==> config.mk <==
export PLATFORM = sky130hd
export DESIGN_NAME = ahbl_irq_ctrl
export DESIGN_NICKNAME = d
export VERILOG_FILES = /design/src/rtl/irq_ctrl_pkg.sv /design/src/rtl/irq_sync_edge.sv /design/src/rtl/ahbl_irq_ctrl.sv
export SDC_FILE = /design/constraint.sdc
export NUM_CORES = 1
export LEC_CHECK = 0
export ABC_AREA = 1
export BUFFER_PORTS_ARGS = -buffer_cell sky130_fd_sc_hd__buf_4
export CELL_PAD_IN_SITES_DETAIL_PLACEMENT = 0
export CELL_PAD_IN_SITES_GLOBAL_PLACEMENT = 1
export CORE_UTILIZATION = 35
export DETAILED_ROUTE_END_ITERATION = 16
export PLACE_DENSITY_LB_ADDON = 0.2
export SLEW_MARGIN = 5
export SYNTH_ARGS = -nofsm -noshare
export SYNTH_HDL_FRONTEND = slang
export SYNTH_SLANG_ARGS = --single-unit
==> constraint.sdc <==
create_clock -name HCLK -period 2.7 [get_ports HCLK]
set_input_delay 0.405 -clock HCLK [delete_from_list [all_inputs] [get_ports HCLK]]
set_output_delay 0.405 -clock HCLK [all_outputs]
set_load 0.05 [all_outputs]
==> src/rtl/irq_ctrl_pkg.sv <==
// rtl/irq_ctrl_pkg.sv - register map constants shared by the interrupt controller
package irq_ctrl_pkg;

    localparam logic [2:0] PENDING_OFF = 3'd0;
    localparam logic [2:0] ENABLE_OFF  = 3'd1;
    localparam logic [2:0] MODE_OFF    = 3'd2;
    localparam logic [2:0] ACTIVE_OFF  = 3'd3;
    localparam logic [2:0] RAW_OFF     = 3'd4;

    localparam int ACTIVE_VALID_BIT = 31;

endpackage

==> src/rtl/irq_sync_edge.sv <==
// rtl/irq_sync_edge.sv - two-flop synchroniser with previous-value flop for one interrupt line
module irq_sync_edge (
    input  logic clk,
    input  logic rst,
    input  logic irq_in,
    output logic level,
    output logic rise
);

    logic meta;
    logic sync;
    logic prev;

    // Bring the asynchronous line into the clock domain and remember last sample
    always_ff @(posedge clk or posedge rst) begin
        if (rst) begin
            meta <= 1'b0;
            sync <= 1'b0;
            prev <= 1'b0;
        end else begin
            meta <= irq_in;
            sync <= meta;
            prev <= sync;
        end
    end

    assign level = sync;
    assign rise  = sync & ~prev;

endmodule

==> src/rtl/ahbl_irq_ctrl.sv <==
// rtl/ahbl_irq_ctrl.sv - AHB-Lite interrupt controller with edge/level latching and priority readout
module ahbl_irq_ctrl
    import irq_ctrl_pkg::*;
#(
    parameter int NIRQ = 8
) (
    input  logic            HCLK,
    input  logic            HRESET,
    input  logic [31:0]     HADDR,
    input  logic [1:0]      HTRANS,
    input  logic [2:0]      HSIZE,
    input  logic            HWRITE,
    input  logic [31:0]     HWDATA,
    input  logic            HREADY,
    input  logic            HSEL,
    output logic            HREADYOUT,
    output logic [31:0]     HRDATA,
    input  logic [NIRQ-1:0] IRQ_IN,
    output logic            IRQ
);

    logic [NIRQ-1:0] level;
    logic [NIRQ-1:0] rise;
    logic [NIRQ-1:0] pending;
    logic [NIRQ-1:0] pending_next;
    logic [NIRQ-1:0] enable;
    logic [NIRQ-1:0] mode;
    logic [NIRQ-1:0] mode_next;
    logic [NIRQ-1:0] clr;
    logic [NIRQ-1:0] wdata;

    logic       ap_valid;
    logic       ap_write;
    logic [2:0] ap_off;
    logic       wr_en;
    logic       act_valid;
    logic [4:0] act_idx;
    logic [31:0] active_word;

    // Address bits outside the decoded window, size and the transfer sequencing bit are not needed
    logic unused_bus;
    assign unused_bus = ^{HSIZE, HADDR[31:5], HADDR[1:0], HTRANS[0], HWDATA[31:NIRQ]};

    genvar gi;
    generate
        for (gi = 0; gi < NIRQ; gi++) begin : g_sync
            irq_sync_edge u_sync (
                .clk    (HCLK),
                .rst    (HRESET),
                .irq_in (IRQ_IN[gi]),
                .level  (level[gi]),
                .rise   (rise[gi])
            );
        end
    endgenerate

    assign HREADYOUT = 1'b1;

    // Capture the address phase of a selected, active transfer
    always_ff @(posedge HCLK or posedge HRESET) begin
        if (HRESET) begin
            ap_valid <= 1'b0;
            ap_write <= 1'b0;
            ap_off   <= 3'd0;
        end else if (HREADY) begin
            ap_valid <= HSEL & HTRANS[1];
            ap_write <= HWRITE;
            ap_off   <= HADDR[4:2];
        end
    end

    assign wr_en     = ap_valid & ap_write;
    assign wdata     = HWDATA[NIRQ-1:0];
    assign clr       = (wr_en && ap_off == PENDING_OFF) ? wdata : '0;
    assign mode_next = (wr_en && ap_off == MODE_OFF) ? wdata : mode;

    // Per-line pending rule; the incoming mode decides so a level-to-edge switch drops the stale level
    always_comb begin
        pending_next = '0;
        for (int i = 0; i < NIRQ; i++) begin
            if (!mode_next[i]) begin
                pending_next[i] = level[i];
            end else if (!mode[i]) begin
                pending_next[i] = rise[i];
            end else begin
                pending_next[i] = rise[i] | (pending[i] & ~clr[i]);
            end
        end
    end

    // Register file update at the end of the data phase, plus the registered request
    always_ff @(posedge HCLK or posedge HRESET) begin
        if (HRESET) begin
            pending <= '0;
            enable  <= '0;
            mode    <= '0;
            IRQ     <= 1'b0;
        end else begin
            pending <= pending_next;
            mode    <= mode_next;
            if (wr_en && ap_off == ENABLE_OFF) begin
                enable <= wdata;
            end
            IRQ <= |(pending & enable);
        end
    end

    // Lowest enabled pending index wins
    always_comb begin
        act_valid = 1'b0;
        act_idx   = 5'd0;
        for (int i = NIRQ - 1; i >= 0; i--) begin
            if (pending[i] & enable[i]) begin
                act_valid = 1'b1;
                act_idx   = 5'(i);
            end
        end
    end

    always_comb begin
        active_word = 32'd0;
        if (act_valid) begin
            active_word[ACTIVE_VALID_BIT] = 1'b1;
            active_word[4:0]              = act_idx;
        end
    end

    // Read mux for the data phase; zero outside a valid read
    always_comb begin
        HRDATA = 32'd0;
        if (ap_valid && !ap_write) begin
            case (ap_off)
                PENDING_OFF: HRDATA = 32'(pending);
                ENABLE_OFF:  HRDATA = 32'(enable);
                MODE_OFF:    HRDATA = 32'(mode);
                ACTIVE_OFF:  HRDATA = active_word;
                RAW_OFF:     HRDATA = 32'(level);
                default:     HRDATA = 32'd0;
            endcase
        end
    end

endmodule

After elaboration in Yosys (flattened, before gate mapping)
Index checks and enable logic that the tools add are counted.
Widths: inputs -> output; s select.

word-level totals
  flip-flop bits (word level) = 54
  memories kept = 0
  RAM bits = 0
  bits in latches = 0
  input bits = 82
  bits in read-only memories = 0
  output and inout port bits = 34
  word-level logic and storage cells = 131

cells by class
  equality and inequality tests = 4
  divide/modulo/power cells = 0
  $add $sub $neg = 0
  magnitude comparators = 0
  shift-type cells = 0
  reductions and logical operators = 7
  muxes and demuxes = 38
  bitwise operators = 51
  multipliers = 0

operators with widths
  cell                number
  $pmux 32 s5         1
  $mux 5              8
  $mux 32             1
  $and 1x1->1         26
  $mux 1              25
  $mux 8              2
  $not 1->1           16
  $and 8x8->8         1
  $or 1x1->1          8
  $reduce_or 8->1     1
  $eq 3x2->1 const B  2
  $logic_and 1x1->1   4
  $eq 3x1->1 const B  1
  $eq 3x3->1 const B  1
  $logic_not 3->1     1
  $mux 3              1
  $logic_not 1->1     1

Longest topological paths before layout
  depth after elaboration = 12
  depth in mapped cells = 10
  gate-level depth less buffers = 10

Modules after synthesis
Synthesis repeated with hierarchy kept, for this count alone.

unflattened totals
  cells, all modules = 294
  area total of the unflattened synthesis = 2528.7 um^2

modules (own cells, without submodules)
  module         cells an instance  area each (um^2)  seq. area each (um^2)  instances
  ahbl_irq_ctrl  246                1818.0            750.7                  1
  irq_sync_edge  6                  88.8              75.1                   8

Least setup slack after synthesis
No wires, ideal clock.

  path kind = register to output
  from = register ap_off[2]
  to = output HRDATA[3]
  stages on the path, launching flop included = 5
  arrival time = 1881 ps
  setup slack = 414 ps
  path buffers = 1
  cell sequence = dfrtp_1 > nor3_4 > buf_6 > nand2_1 > a41oi_1

between the ends
  longest elaborated chain between the ends = 3
  elaborated cells on any way between the ends = 7

ends and longest elaborated chain
  what                                line                  text
  start: declaration                  ahbl_irq_ctrl.sv:34   logic [2:0] ap_off;
  start signal: assignment            ahbl_irq_ctrl.sv:68   ap_off <= HADDR[4:2];
  $eq 3x3->1 (tied with other cells)  ahbl_irq_ctrl.sv:132  case (ap_off)
  $pmux 32 s5 *                       ahbl_irq_ctrl.sv:132
  $mux 32 *                           ahbl_irq_ctrl.sv:131  if (ap_valid && !ap_write) begin
  end: declaration                    ahbl_irq_ctrl.sv:17   output logic [31:0] HRDATA,

Mark *: on every way between the ends. The rest lies on a longest branch, timed or not.

Worst setup path after layout
  from = register ap_off[2]
  to = output HRDATA[7]

The elaborated chain is that of the path after synthesis.

==> flow_summary.json <==
{
  "hold_violations": 0,
  "max_freq_mhz": 415,
  "portBuffers": 34,
  "grt_max_degree": 35,
  "postRouteAntennaNets": 0,
  "drc": 5,
  "fin_util_pct": 42.6,
  "cp-end-kind": "output pin",
  "first_iter_violations": 81,
  "path_clk_slew_ns": 0.10,
  "critPathMaxFanout": 8,
  "worstSetupPathType": "flip-flop to output pin",
  "rrSetupSlack_ns": 0.95,
  "syn_avg_cell_area_sq_um": 9.25,
  "synth_seq_cells": 54,
  "coreArea_sq_um": 6490,
  "r2r-start": "ap_off[2]",
  "cts_tree": "built",
  "crit_path_start_kind": "flip-flop",
  "drt-total-wl_mm": 4.74,
  "clock_skew_ns": 0.0143,
  "htreeDepth": 2,
  "layout-drive-gt1-share_pct": 21.6,
  "ctsHoldBuffers": 0,
  "grt_pass1_vias": 1622,
  "area_growth_pct": 15.0,
  "pin_count": 116,
  "gp_congestion": 0.736,
  "cts_buffers": 5,
  "gr-usage-all-layers_pct": 14.3,
  "cellPowerDensity_nw_per_um2": 743,
  "synth_area_sq_um": 2410,
  "die_area_sq_um": 7210,
  "dr_total_vias": 1709,
  "layout_commonest_cell": "nand2_1",
  "post_drt_wl_per_cell_um": 12.5,
  "vias_per_cell": 4.52,
  "violations": "DRC",
  "grt_pass1_wl_mm": 7.84,
  "final_cell_mix": "104 x nand2_1, 54 x dfrtp_1, 37 x buf_4",
  "drv_cap": 0,
  "cp.required_ns": 2.30,
  "min_period_over_period_pct": 89.3,
  "firstDrtPassIters": 10,
  "clkLatencyLatePin_ns": 0.31,
  "cp-startpoint": "ap_off[2]",
  "irDropWorstVdd_uv": 279,
  "synth_cell_types": 26,
  "worstPathArrival_ns": 2.01,
  "leakage_uw": 0.00135,
  "worst_slew_pin_slew_ns": 0.731,
  "hold_class": "input port to asynchronous set/reset pin",
  "die_x_um": 84.9,
  "rsz0062_at_grt": "no",
  "ys_warn_count": 0,
  "antenna_found_initial": 0,
  "clock-sinks": 54,
  "cts-root-buf": "clkbuf_8",
  "setup_viol_count_final": 0,
  "synth-seq-area-share_pct": 56.2,
  "insertedDiodeCount": 0,
  "overflow": 0,
  "dp_hpwl_mm": 3.48,
  "nets": 382,
  "num_rows": 29,
  "floorplan.initialDensity_pct": 37.0,
  "clockBufferDepth": 2,
  "finalCriticalPeriod_ns": 2.41,
  "outcome": "finished, violations left",
  "fin_tns_setup_ns": 0,
  "netlist_instances": 260,
  "slew_headroom_pct": 51.0,
  "cts_resized": 0,
  "die_y_um": 84.9,
  "postCtsSetupBuffers": 0,
  "slew_viol_final": 0
}
==> Yosys cell counts <==
library cell	n	area, sq um
nor3_2	1	10.0
nand3_1	8	40.0
nand2_2	1	6.26
dfrtp_1	54	1350
nand2_1	104	390
conb_1	2	7.51
buf_4	24	180
a21oi_2	2	17.5
clkbuf_1	1	3.75
a41oi_1	5	43.8
inv_1	9	33.8
nor4_1	1	6.26
a21oi_1	4	20.0
a31oi_1	1	6.26
nor3_1	1	5.00
nor2_1	8	30.0
nand2_4	1	11.3
nand3b_1	1	7.51
clkinv_1	1	3.75
nor3_4	1	16.3
o21ai_0	8	40.0
buf_6	1	11.3
nand4_1	8	50.1
inv_2	3	11.3
nor2_2	2	12.5
mux2_2	8	90.1
==> flip-flops by register name, indices dropped and copies added, names as in the netlist <==
signal	flops
enable	8
g_sync.u_sync.level	8
g_sync.u_sync.meta	8
g_sync.u_sync.prev	8
mode	8
pending	8
ap_off	3
IRQ	1
ap_valid	1
ap_write	1
==> routing by layer <==
layer / wire length (um) / GRT usage [%]
met1: 2230 / 18.8
met2: 2230 / 23.1
met3: 236 / 3.79
met4: 53 / 4.62
met5: 0 / 0
==> layout make-up <==
cell class	count	area, sq um
repair buffers	37	278
multi-input cells	189	893
inverters	13	48.8
well taps	77	96.3
flip-flops and latches	54	1350
clock inverters	2	16.3
fillers	643	3730
clock buffers	6	82.6
==> report_power, final <==
group	switching [uW]	leakage, uW	internal [uW]
sequential	112	0.000627	960
combinational	338	0.000679	168
clock	266	0.0000478	212
==> kinds of logic after synthesis <==
| family | after synthesis | share of synthesized area, % |
|---|---|---|
| simple gates | 137 | 24.3 |
| flops | 54 | 56.2 |
| other cells | 2 | 0.312 |
| buf+inv | 39 | 10.1 |
| compound gates | 20 | 5.30 |
| mux | 8 | 3.74 |
==> worst paths after layout <==
check	to	depth (start not counted)
setup / recovery	HRDATA[7]	5
hold / removal	ap_valid	3
setup reg to reg	pending[0]	7
hold reg to reg	g_sync[4].u_sync.level	0
max in group asynchronous	enable[4]	3
min in group HCLK	g_sync[7].u_sync.meta	1
==> stage by stage <==
step | std cells | hold WS (ns) | total power [uW] | area [sq um] | setup WS [ns]
final | 378 | 0.121 | 2050 | 2770 | 0.290
after global routing | 378 | 0.137 | 2190 | 2770 | 0.0919
after CTS | 378 | 0.128 | 2080 | 2770 | 0.258
after detailed placement | 370 | 0.336 | 1600 | 2670 | 0.615
after global placement | 370 | 0.332 | 1590 | 2670 | 0.605
after floorplan | 282 | 0.331 | 1480 | 2490 | 0.414
==> critical path, cell delays in order (launching register included) <==
cell and delay [ns]:
dfrtp_1 0.49, nor3_4 0.42, buf_4 0.24, nand2_1 0.06, a41oi_1 0.25, buf_4 0.24
Power figures use the tool's default switching activity.
